## config.mk

```make
export PLATFORM = sky130hd
export DESIGN_NAME = dcache_port_arbiter
export DESIGN_NICKNAME = d
export VERILOG_FILES = /design/src/rtl/dcache_port_arbiter.sv
export SDC_FILE = /design/constraint.sdc
export NUM_CORES = 1
export LEC_CHECK = 0
export ABC_AREA = 0
export BUFFER_PORTS_ARGS = -buffer_cell sky130_fd_sc_hd__buf_2
export CORE_AREA = 2 2 415 417
export CTS_CLUSTER_SIZE = 25
export DETAILED_ROUTE_END_ITERATION = 16
export DIE_AREA = 0 0 417 419
export PLACE_DENSITY = 0.3
export SLEW_MARGIN = 20
export SYNTH_ARGS = -nofsm -noshare
export SYNTH_HDL_FRONTEND = slang
export SYNTH_SLANG_ARGS = --single-unit
export TNS_END_PERCENT = 30
```

## constraint.sdc

```tcl
create_clock -name clk_i -period 4.85 [get_ports clk_i]
set_clock_uncertainty 0.2 [all_clocks]
set_input_delay 0 -clock clk_i [delete_from_list [all_inputs] [get_ports clk_i]]
set_output_delay 0 -clock clk_i [all_outputs]
set_load 0.005 [all_outputs]
```

## src/rtl/dcache_port_arbiter.sv

```systemverilog
// -----------------------------------------------------------------------------
// dcache_port_arbiter
//   Shares the single data-cache request port between NumPorts requesters
//   (load unit, store unit, PTW, ...). Round-robin arbitration, with the
//   selection locked onto a requester whose request is waiting for mem_gnt_i.
//   Every accepted transaction (read or write) pushes the requester index into
//   an ID FIFO; in-order dcache responses pop it to route the response strobe.
//
// Ports
//   clk_i, rst_i              clock, asynchronous active-high reset
//   req_valid_i/addr/wdata/we/be/user   per-requester request, port p in slice p
//   req_gnt_o                 one-hot grant, handshake completes this cycle
//   rsp_valid_o               one-hot response strobe
//   rsp_rdata_o, rsp_user_o   shared response data / user field
//   mem_req_o + payload       request towards the dcache
//   mem_gnt_i                 dcache accepts the request this cycle
//   mem_rvalid_i, mem_rdata_i, mem_ruser_i   in-order dcache response
//   busy_o                    transactions outstanding
//   err_o                     sticky: response arrived with no outstanding ID
// -----------------------------------------------------------------------------
module dcache_port_arbiter #(
  parameter int unsigned NumPorts       = 3,
  parameter int unsigned Xlen           = 64,
  parameter int unsigned DataUserEn     = 0,
  parameter int unsigned DataUserWidth  = 64,
  parameter int unsigned MaxOutstanding = 4
) (
  input  logic                              clk_i,
  input  logic                              rst_i,
  input  logic [NumPorts-1:0]               req_valid_i,
  input  logic [NumPorts*Xlen-1:0]          req_addr_i,
  input  logic [NumPorts*Xlen-1:0]          req_wdata_i,
  input  logic [NumPorts-1:0]               req_we_i,
  input  logic [NumPorts*(Xlen/8)-1:0]      req_be_i,
  input  logic [NumPorts*DataUserWidth-1:0] req_user_i,
  output logic [NumPorts-1:0]               req_gnt_o,
  output logic [NumPorts-1:0]               rsp_valid_o,
  output logic [Xlen-1:0]                   rsp_rdata_o,
  output logic [DataUserWidth-1:0]          rsp_user_o,
  output logic                              mem_req_o,
  output logic [Xlen-1:0]                   mem_addr_o,
  output logic [Xlen-1:0]                   mem_wdata_o,
  output logic                              mem_we_o,
  output logic [Xlen/8-1:0]                 mem_be_o,
  output logic [DataUserWidth-1:0]          mem_user_o,
  input  logic                              mem_gnt_i,
  input  logic                              mem_rvalid_i,
  input  logic [Xlen-1:0]                   mem_rdata_i,
  input  logic [DataUserWidth-1:0]          mem_ruser_i,
  output logic                              busy_o,
  output logic                              err_o
);

  localparam int unsigned IdxW = (NumPorts > 1) ? $clog2(NumPorts) : 1;
  localparam int unsigned PtrW = $clog2(MaxOutstanding);
  localparam int unsigned CntW = PtrW + 1;
  localparam int unsigned BeW  = Xlen / 8;
  localparam logic [CntW-1:0] MaxCnt   = CntW'(MaxOutstanding);
  localparam logic [IdxW-1:0] LastPort = IdxW'(NumPorts - 1);

  // Arbitration state
  logic [IdxW-1:0] r_rr_ptr;
  logic            r_lock;
  logic [IdxW-1:0] r_lock_idx;

  // ID FIFO state
  logic [IdxW-1:0] r_id_fifo [MaxOutstanding];
  logic [PtrW-1:0] r_head;
  logic [PtrW-1:0] r_tail;
  logic [CntW-1:0] r_count;
  logic            r_err;

  // Combinational decisions
  logic [IdxW-1:0]          w_sel;
  logic                     w_sel_valid;
  logic [31:0]              w_sum;
  logic [IdxW-1:0]          w_idx;
  logic                     w_can_issue;
  logic                     w_mem_req;
  logic                     w_hs;
  logic                     w_pop;
  logic [IdxW-1:0]          w_head_id;
  logic [NumPorts-1:0]      w_gnt;
  logic [NumPorts-1:0]      w_rsp;
  logic [Xlen-1:0]          w_addr;
  logic [Xlen-1:0]          w_wdata;
  logic                     w_we;
  logic [BeW-1:0]           w_be;
  logic [DataUserWidth-1:0] w_user;
  logic [DataUserWidth-1:0] w_ruser;

  // Requester selection: locked index while waiting, else round-robin search
  always_comb begin
    w_sel       = {IdxW{1'b0}};
    w_sel_valid = 1'b0;
    w_sum       = 32'd0;
    w_idx       = {IdxW{1'b0}};
    if (r_lock) begin
      w_sel       = r_lock_idx;
      w_sel_valid = req_valid_i[r_lock_idx];
    end else begin
      // Scan from the pointer upwards; the first hit wins, later hits are ignored.
      for (int unsigned k = 0; k < NumPorts; k++) begin
        w_sum       = 32'(r_rr_ptr) + k;
        w_idx       = (w_sum >= NumPorts) ? IdxW'(w_sum - NumPorts) : IdxW'(w_sum);
        w_sel       = (!w_sel_valid && req_valid_i[w_idx]) ? w_idx : w_sel;
        w_sel_valid = w_sel_valid | req_valid_i[w_idx];
      end
    end
  end

  // The full check uses the registered count, so a same-cycle pop never frees a slot early.
  assign w_can_issue = (r_count < MaxCnt);
  assign w_mem_req   = w_sel_valid && w_can_issue && !rst_i;
  assign w_hs        = w_mem_req && mem_gnt_i;
  assign w_pop       = mem_rvalid_i && (r_count != {CntW{1'b0}}) && !rst_i;
  assign w_head_id   = r_id_fifo[r_head];

  // One-hot grant and response strobes
  always_comb begin
    w_gnt = {NumPorts{1'b0}};
    w_rsp = {NumPorts{1'b0}};
    if (w_hs) begin
      w_gnt[w_sel] = 1'b1;
    end else begin
      w_gnt = {NumPorts{1'b0}};
    end
    if (w_pop) begin
      w_rsp[w_head_id] = 1'b1;
    end else begin
      w_rsp = {NumPorts{1'b0}};
    end
  end

  // Request payload mux from the selected requester, zero during reset
  always_comb begin
    w_addr  = {Xlen{1'b0}};
    w_wdata = {Xlen{1'b0}};
    w_we    = 1'b0;
    w_be    = {BeW{1'b0}};
    w_user  = {DataUserWidth{1'b0}};
    for (int p = 0; p < NumPorts; p++) begin
      w_addr  = (IdxW'(p) == w_sel) ? req_addr_i[p*Xlen +: Xlen]   : w_addr;
      w_wdata = (IdxW'(p) == w_sel) ? req_wdata_i[p*Xlen +: Xlen]  : w_wdata;
      w_we    = (IdxW'(p) == w_sel) ? req_we_i[p]                  : w_we;
      w_be    = (IdxW'(p) == w_sel) ? req_be_i[p*BeW +: BeW]       : w_be;
      w_user  = (IdxW'(p) == w_sel) ? req_user_i[p*DataUserWidth +: DataUserWidth] : w_user;
    end
    if (rst_i) begin
      w_addr  = {Xlen{1'b0}};
      w_wdata = {Xlen{1'b0}};
      w_we    = 1'b0;
      w_be    = {BeW{1'b0}};
      w_user  = {DataUserWidth{1'b0}};
    end else if (DataUserEn == 0) begin
      w_user  = {DataUserWidth{1'b0}};
    end else begin
      w_user  = w_user;
    end
  end

  // Response user field: forwarded only when the user feature is enabled
  always_comb begin
    w_ruser = {DataUserWidth{1'b0}};
    if ((DataUserEn != 0) && !rst_i) begin
      w_ruser = mem_ruser_i;
    end else begin
      w_ruser = {DataUserWidth{1'b0}};
    end
  end

  assign req_gnt_o   = w_gnt;
  assign rsp_valid_o = w_rsp;
  assign rsp_rdata_o = rst_i ? {Xlen{1'b0}} : mem_rdata_i;
  assign rsp_user_o  = w_ruser;
  assign mem_req_o   = w_mem_req;
  assign mem_addr_o  = w_addr;
  assign mem_wdata_o = w_wdata;
  assign mem_we_o    = w_we;
  assign mem_be_o    = w_be;
  assign mem_user_o  = w_user;
  assign busy_o      = (r_count != {CntW{1'b0}});
  assign err_o       = r_err;

  // Round-robin pointer and wait-for-grant lock
  always_ff @(posedge clk_i or posedge rst_i) begin
    if (rst_i) begin
      r_rr_ptr   <= {IdxW{1'b0}};
      r_lock     <= 1'b0;
      r_lock_idx <= {IdxW{1'b0}};
    end else if (w_hs) begin
      r_rr_ptr   <= (w_sel == LastPort) ? {IdxW{1'b0}} : (w_sel + IdxW'(1));
      r_lock     <= 1'b0;
    end else if (w_mem_req) begin
      r_lock     <= 1'b1;
      r_lock_idx <= w_sel;
    end else begin
      // Nothing presented (requester withdrew or idle): fall back to round-robin.
      r_lock     <= 1'b0;
    end
  end

  // ID FIFO: push on handshake, pop on response; error on an unexpected response
  always_ff @(posedge clk_i or posedge rst_i) begin
    if (rst_i) begin
      for (int i = 0; i < MaxOutstanding; i++) begin
        r_id_fifo[i] <= {IdxW{1'b0}};
      end
      r_head  <= {PtrW{1'b0}};
      r_tail  <= {PtrW{1'b0}};
      r_count <= {CntW{1'b0}};
      r_err   <= 1'b0;
    end else begin
      if (w_hs) begin
        r_id_fifo[r_tail] <= w_sel;
        r_tail            <= r_tail + PtrW'(1);
      end
      if (w_pop) begin
        r_head <= r_head + PtrW'(1);
      end
      case ({w_hs, w_pop})
        2'b10:   r_count <= r_count + CntW'(1);
        2'b01:   r_count <= r_count - CntW'(1);
        default: r_count <= r_count;
      endcase
      if (mem_rvalid_i && (r_count == {CntW{1'b0}})) begin
        r_err <= 1'b1;
      end
    end
  end

endmodule

```

==> results of run 1 <==
metal layers:
| metal | track usage [%] | part of all wire [%] | vias up |
|---|---|---|---|
| li1 | - | - | 4542 |
| met1 | 10.2 | 34 | 4941 |
| met2 | 17.5 | 49 | 782 |
| met3 | 6.00 | 13 | 364 |
| met4 | 2.57 | 3.1 | 140 |
| met5 | 0 | 0.95 | - |
cells in the mapped netlist (4+ instances only):
library cell | n | area (um^2)
mux2i_1 | 6 | 60.1
nand3b_1 | 4 | 30.0
mux2_2 | 9 | 101
nor2_1 | 7 | 26.3
nand2_1 | 10 | 37.5
nand3_1 | 411 | 2060
ha_1 | 9 | 113
clkbuf_1 | 71 | 267
nor2b_1 | 67 | 419
o21ai_0 | 4 | 20.0
dfrtp_1 | 21 | 526
a31oi_1 | 137 | 857
buf_2 | 33 | 165
buf_1 | 11 | 41.3
xnor2_1 | 4 | 35.0
inv_1 | 11 | 41.3
buf_4 | 129 | 968
power by group through the flow:
stage	combinational [mW]	sequential (mW)	clock [mW]
after CTS	6.46	0.330	0.184
after global routing	6.79	0.342	0.193
after detailed placement	6.45	0.332	0
after floorplan	3.41	0.309	0
final	6.25	0.329	0.179
after global placement	6.47	0.332	0
registers in the layout, summed over array words and instances (netlist names):
name and flops:
err_o 1, r_count 3, r_head 2, r_id_fifo 8
r_lock 1, r_lock_idx 2, r_rr_ptr 2, r_tail 2
per-stage QoR:
stage	util [%]	cell area (um^2)	power [mW]	cells	hold slack, ns
4_1_cts	6.92	11800	6.98	3812	0.121
6_report	6.96	11900	6.76	3837	0.129
5_1_grt	6.95	11900	7.33	3829	0.138
3_3_place_gp	6.86	11700	6.80	3805	0.0404
2_1_floorplan	-	6530	3.72	1102	-0.218
3_5_place_dp	6.86	11700	6.79	3805	0.0385
cell type report:
cell class	instances	area, um^2	share of cell area, %
Multi-Input combinational cell	826	4540	38.2
Timing Repair Buffer	717	3830	32.3
Tap cell	2233	2790	23.5
Sequential cell	21	526	4.43
Clock buffer	4	78.8	0.664
Antenna cell	25	62.6	0.527
Inverter	11	41.3	0.348
what timing repair did:
item / in CTS / in global routing
setup endpoints to repair: 0 / 0
hold buffers: 3 / 0
resized for setup: 0 / 0
endpoints found under the hold margin: 26 / 0
worst min path at each step:
stage	startpoint	to	slack [ns]	depth (start not counted)
floorplan	rst_i	err_o$_DFFE_PP0P_	-0.22	1
global placement	mem_gnt_i	r_lock$_DFF_PP0_	0.04	2
detailed placement	mem_gnt_i	r_lock$_DFF_PP0_	0.04	2
CTS	mem_rdata_i[23]	rsp_rdata_o[23]	0.12	3
global route	mem_rdata_i[23]	rsp_rdata_o[23]	0.14	3
finish	mem_rdata_i[51]	rsp_rdata_o[51]	0.13	3
worst register-to-register path, delay by kind of cell, from the launching register on:
family	cells	cell delay (ns)
buffers and inverters	2	0.28
DFF	1	0.41
AOI/OAI and AO/OA	2	0.70
adders and majority gates	3	0.92
xor gates and xnor gates	2	0.30
muxes	1	0.14
and+or+nand+nor	2	0.56
logic make-up after synthesis:
| family | synth area share (%) |
|---|---|
| simple gates | 43.7 |
| buf+inv | 24.5 |
| fa+ha+maj | 2.19 |
| xor+xnor | 0.869 |
| flops | 8.69 |
| mux | 3.41 |
| compound gates | 16.6 |
| other cells | 0.0620 |
==> impl_metrics.json, run 1 <==
{
  "status": "complete, no violations",
  "nets": 2328,
  "syn2layout_area_growth_pct": 96.3,
  "cts_buffers": 3,
  "die_y_um": 419,
  "fill_cells": 20299,
  "yosysWarnings": 0,
  "postSynthCellCount": 975,
  "maxCapViolCount": 0,
  "power_frac_comb_pct": 92.5,
  "die_area_um2": 175000,
  "crit_buf_inv": 4,
  "ys_async_sr_fraction_pct": 100,
  "pre_cts_slack_ns": 0.997,
  "switchingPower_mw": 4.38,
  "first_pass_iters": 5,
  "final_cell_mix": "buf_2, nand3_1, a31oi_1",
  "final_common_cell": "buf_2",
  "grt_pass1_wl_mm": 113,
  "antenna_found_initial": 194,
  "slowest_stage": "nor4_1",
  "ff2ff_path_depth": 12,
  "seq_area_frac_synth_pct": 8.69,
  "first_iter_violations": 758,
  "drv_slew": 0,
  "initial_core_util_pct": 3.55,
  "synth_cell_types": 41,
  "r2r_slack_ns": 1.23,
  "ctsLongestPathBuffers": 2,
  "p_sw_share_pct": 64.8,
  "worstMarginPinSlew_ns": 0.952,
  "cp_max_fo": 45,
  "core_um2": 171000,
  "crit_end": "mem_addr_o[51]",
  "h-tree-depth": 1,
  "synth_seq_cells": 21,
  "drc_errors": 0,
  "track_usage_pct": 10.1,
  "crit_family": "compound AO/OA/AOI/OAI gates",
  "row_count": 152,
  "p_int_mw": 2.38,
  "r2r_end": "r_count[2]$_DFFE_PP0P_",
  "cts.clk_slew.worst_paths_ns": 0.06,
  "grt_overflow_total": 0,
  "numPortBuffers": 691,
  "cp.required_ns": 4.65,
  "critPathCaptureType": "output port",
  "die_width_um": 417,
  "cp_cell_sequence": "inv_1 > ha_1 > mux2i_1 > o21ai_0 > nor4_1 > a221o_4 > buf_12 > buf_12 > nand3_1 > a31oi_1 > buf_2",
  "drive_gt1_share_pct": 46.4,
  "cts_tree": "built",
  "cp.arrival_ns": 3.98,
  "cts_sinks": 21,
  "finalSetupTns_ns": 0,
  "wl_per_cell_um": 24.5,
  "via_per_inst": 2.81,
  "hold_viol_final": 0,
  "finalCritPeriodShare_pct": 86.1,
  "worstSetupStartpointType": "flip-flop",
  "peakVddDrop_v": 0.000566,
  "via_count": 10769,
  "timing.rr.start": "r_rr_ptr[0]$_DFFE_PP0P_",
  "max_stage_delay_ns": 0.69,
  "wirelength_mm": 93.8,
  "grt_max_degree": 147,
  "cts_root_buf": "clkbuf_16",
  "avgSynthCellArea_um2": 6.20,
  "post_cts_buffers": 0,
  "p_leak_nw": 5.01,
  "layout_setup_ws_ns": 0.675,
  "power_density_nw_per_um2": 569,
  "place_congestion": 0.777,
  "power.share.clock_pct": 2.6,
  "synth-edff-count": 0,
  "grt_pass1_vias": 9542,
  "startpoint": "r_rr_ptr[0]$_DFFE_PP0P_",
  "maxSlewHeadroom_pct": 36.5,
  "io_pins": 1076,
  "synth-main-ff-cell": "dfrtp_1",
  "synthesis.area_um2": 6050,
  "hpwl_mm": 85.1,
  "finalSetupViolations": 0,
  "p_seq_share_pct": 4.9,
  "rsz0062_at_grt": "no",
  "antenna_left": 0,
  "critical_path_class": "flip-flop to output port",
  "clock_latency_ns": 0.25,
  "max_freq_mhz": 239,
  "path_depth": 11,
  "min_path_type": "input pin to output port",
  "path_common_cell": "buf_12",
  "min_period_ns": 4.18
}
(Power assumes the default switching activity.)
==> run 2: changes to the inputs <==
- GPL_TIMING_DRIVEN: unset -> 0
==> run 2 against run 1 <==
Clock-buffer cell count fell by 1; maximum frequency decreased by 8.2%; sequential power about the same; sequential cell count stayed put; clock power rose by 3%; total power grew 19%; wire length up 19%; non-clock buffer count increased by 223; register-to-register slack lost 0.15 ns; largest cell class is now buffers; critical endpoint is now mem_wdata_o[36]; hold slack got worse by 0.022 ns; combinational power up 20%; via count grew 7.2%.
==> impl_metrics.json, run 2 (synthesis gave the netlist of run 1 again) <==
{
  "cts_tree": "built",
  "die_y_um": 419,
  "holdPathStages": 3,
  "peakVddDrop_v": 0.000218,
  "status": "complete, no violations",
  "cp.arrival_ns": 4.35,
  "io_pins": 1076,
  "place_congestion": 0.934,
  "instances_no_fill": 4057,
  "reg_top3": "r_id_fifo x8, r_count x3",
  "cp_max_fo": 10,
  "final_area_um2": 13000,
  "post_cts_buffers": 0,
  "rsz0062_at_grt": "no",
  "die_area_um2": 175000,
  "clock_latency_ns": 0.26,
  "critPathCaptureType": "output port",
  "initial_core_util_pct": 3.55,
  "first_iter_violations": 900,
  "cts_root_buf": "clkbuf_16",
  "nets": 2551,
  "numPortBuffers": 691,
  "via_per_inst": 2.85,
  "final_cell_mix": "buf_2, nand3_1, a31oi_1",
  "finalCritPeriodShare_pct": 93.8,
  "power_density_nw_per_um2": 618,
  "drc_errors": 0,
  "dp_cells": 4028,
  "cts_buffers": 3,
  "cts_sinks": 21,
  "min_path_type": "input pin to output port",
  "maxSlewHeadroom_pct": 30.9,
  "grt_max_degree": 23,
  "hpwl_mm": 104,
  "finalSetupViolations": 0,
  "placed_area_um2": 12800,
  "p_leak_nw": 5.82,
  "first_pass_iters": 5,
  "ff2ff_path_depth": 13,
  "antenna_found_initial": 138,
  "syn2layout_area_growth_pct": 115,
  "row_count": 152,
  "grt_pass1_vias": 10702,
  "maxCapViolCount": 0,
  "grt_pass1_wl_mm": 134,
  "final_common_cell": "buf_2",
  "hold_viol_final": 0,
  "track_usage_pct": 12.1,
  "wirelength_mm": 112,
  "grt_overflow_total": 0,
  "core_um2": 171000,
  "largest_reg_flops": 8,
  "min_period_ns": 4.55,
  "critical_path_class": "flip-flop to output port",
  "wl_per_cell_um": 27.5,
  "via_count": 11544,
  "cp.required_ns": 4.65,
  "drv_slew": 0,
  "drive_gt1_share_pct": 49.1,
  "worstMarginPinSlew_ns": 1.04,
  "antenna_left": 0,
  "largest_register": "r_id_fifo",
  "h-tree-depth": 1,
  "die_width_um": 417,
  "worstSetupStartpointType": "flip-flop",
  "cts.clk_slew.worst_paths_ns": 0.07,
  "ctsLongestPathBuffers": 2,
  "max_freq_mhz": 220
}
## run 2: what timing repair did
| item | 4_1_cts | 5_1_grt |
|---|---|---|
| hold endpoints to repair | 26 | 0 |
| endpoints found under the setup margin | 0 | 1 |
| hold buffers | 3 | 0 |
| resized for setup | 0 | 1 |
## run 2: metal layers
metal / wire length [um] / track usage, % / part of all wire [%]
met1: 40300 / 13.0 / 36
met2: 58600 / 22.7 / 52
met3: 9940 / 4.50 / 8.9
met4: 2260 / 2.01 / 2.0
met5: 543 / 0 / 0.49
## run 2: final cells by class
class	count	area, um^2
sequential	21	526
clock inverter	1	5.00
inverter	11	41.3
timing repair buffer	696	3540
tap	2233	2790
clock buffer	3	75.1
buffer	244	1460
multi-input combinational	826	4520
antenna	22	55.1
fill	20218	158000
## run 2: worst paths after layout
kind                       slack (ns)                    start                  endpoint
min in group asynchronous        0.40                    rst_i    r_count[2]$_DFFE_PP0P_
max                              0.30  r_rr_ptr[0]$_DFFE_PP0P_           mem_wdata_o[36]
min reg2reg                      0.28        err_o$_DFFE_PP0P_         err_o$_DFFE_PP0P_
max reg2reg                      1.08  r_rr_ptr[0]$_DFFE_PP0P_    r_count[2]$_DFFE_PP0P_
max in group asynchronous        3.49                    rst_i  r_id_fifo[0]$_DFFE_PP0P_
min                              0.11          mem_rdata_i[14]           rsp_rdata_o[14]
## run 2: report_power, final
group / internal [mW] / leakage (nW) / switching, mW
Sequential: 0.256 / 0.257 / 0.0721
Clock: 0.111 / 0.0410 / 0.0735
Combinational: 2.03 / 5.52 / 5.50
Total: 2.40 / 5.82 / 5.64
## run 2: worst max-delay path, stage by stage (launching register included)
cell and delay [ns]:
dfrtp_1 0.42, inv_1 0.08, ha_1 0.27, clkbuf_1 0.28, nand3b_1 0.16, o211ai_1 0.08, a22oi_1 0.21, and2_1 0.15
buf_2 0.29, clkbuf_2 0.31, buf_16 0.18, clkbuf_1 0.46, nand3_1 0.34, a31oi_1 0.55, buf_2 0.23
## run 2: per-stage QoR
stage | total power, mW | setup slack [ns] | setup TNS, ns | hold WS [ns] | util [%]
2_1_floorplan | 3.72 | 1.77 | 0 | -0.218 | -
3_3_place_gp | 8.10 | -0.315 | -2.18 | 0.0473 | 7.49
3_5_place_dp | 8.15 | 0.322 | 0 | 0.0463 | 7.53
4_1_cts | 8.36 | 0.00193 | 0 | 0.117 | 7.60
5_1_grt | 8.63 | 0.0736 | 0 | 0.133 | 7.62
6_report | 8.04 | 0.303 | 0 | 0.106 | 7.63
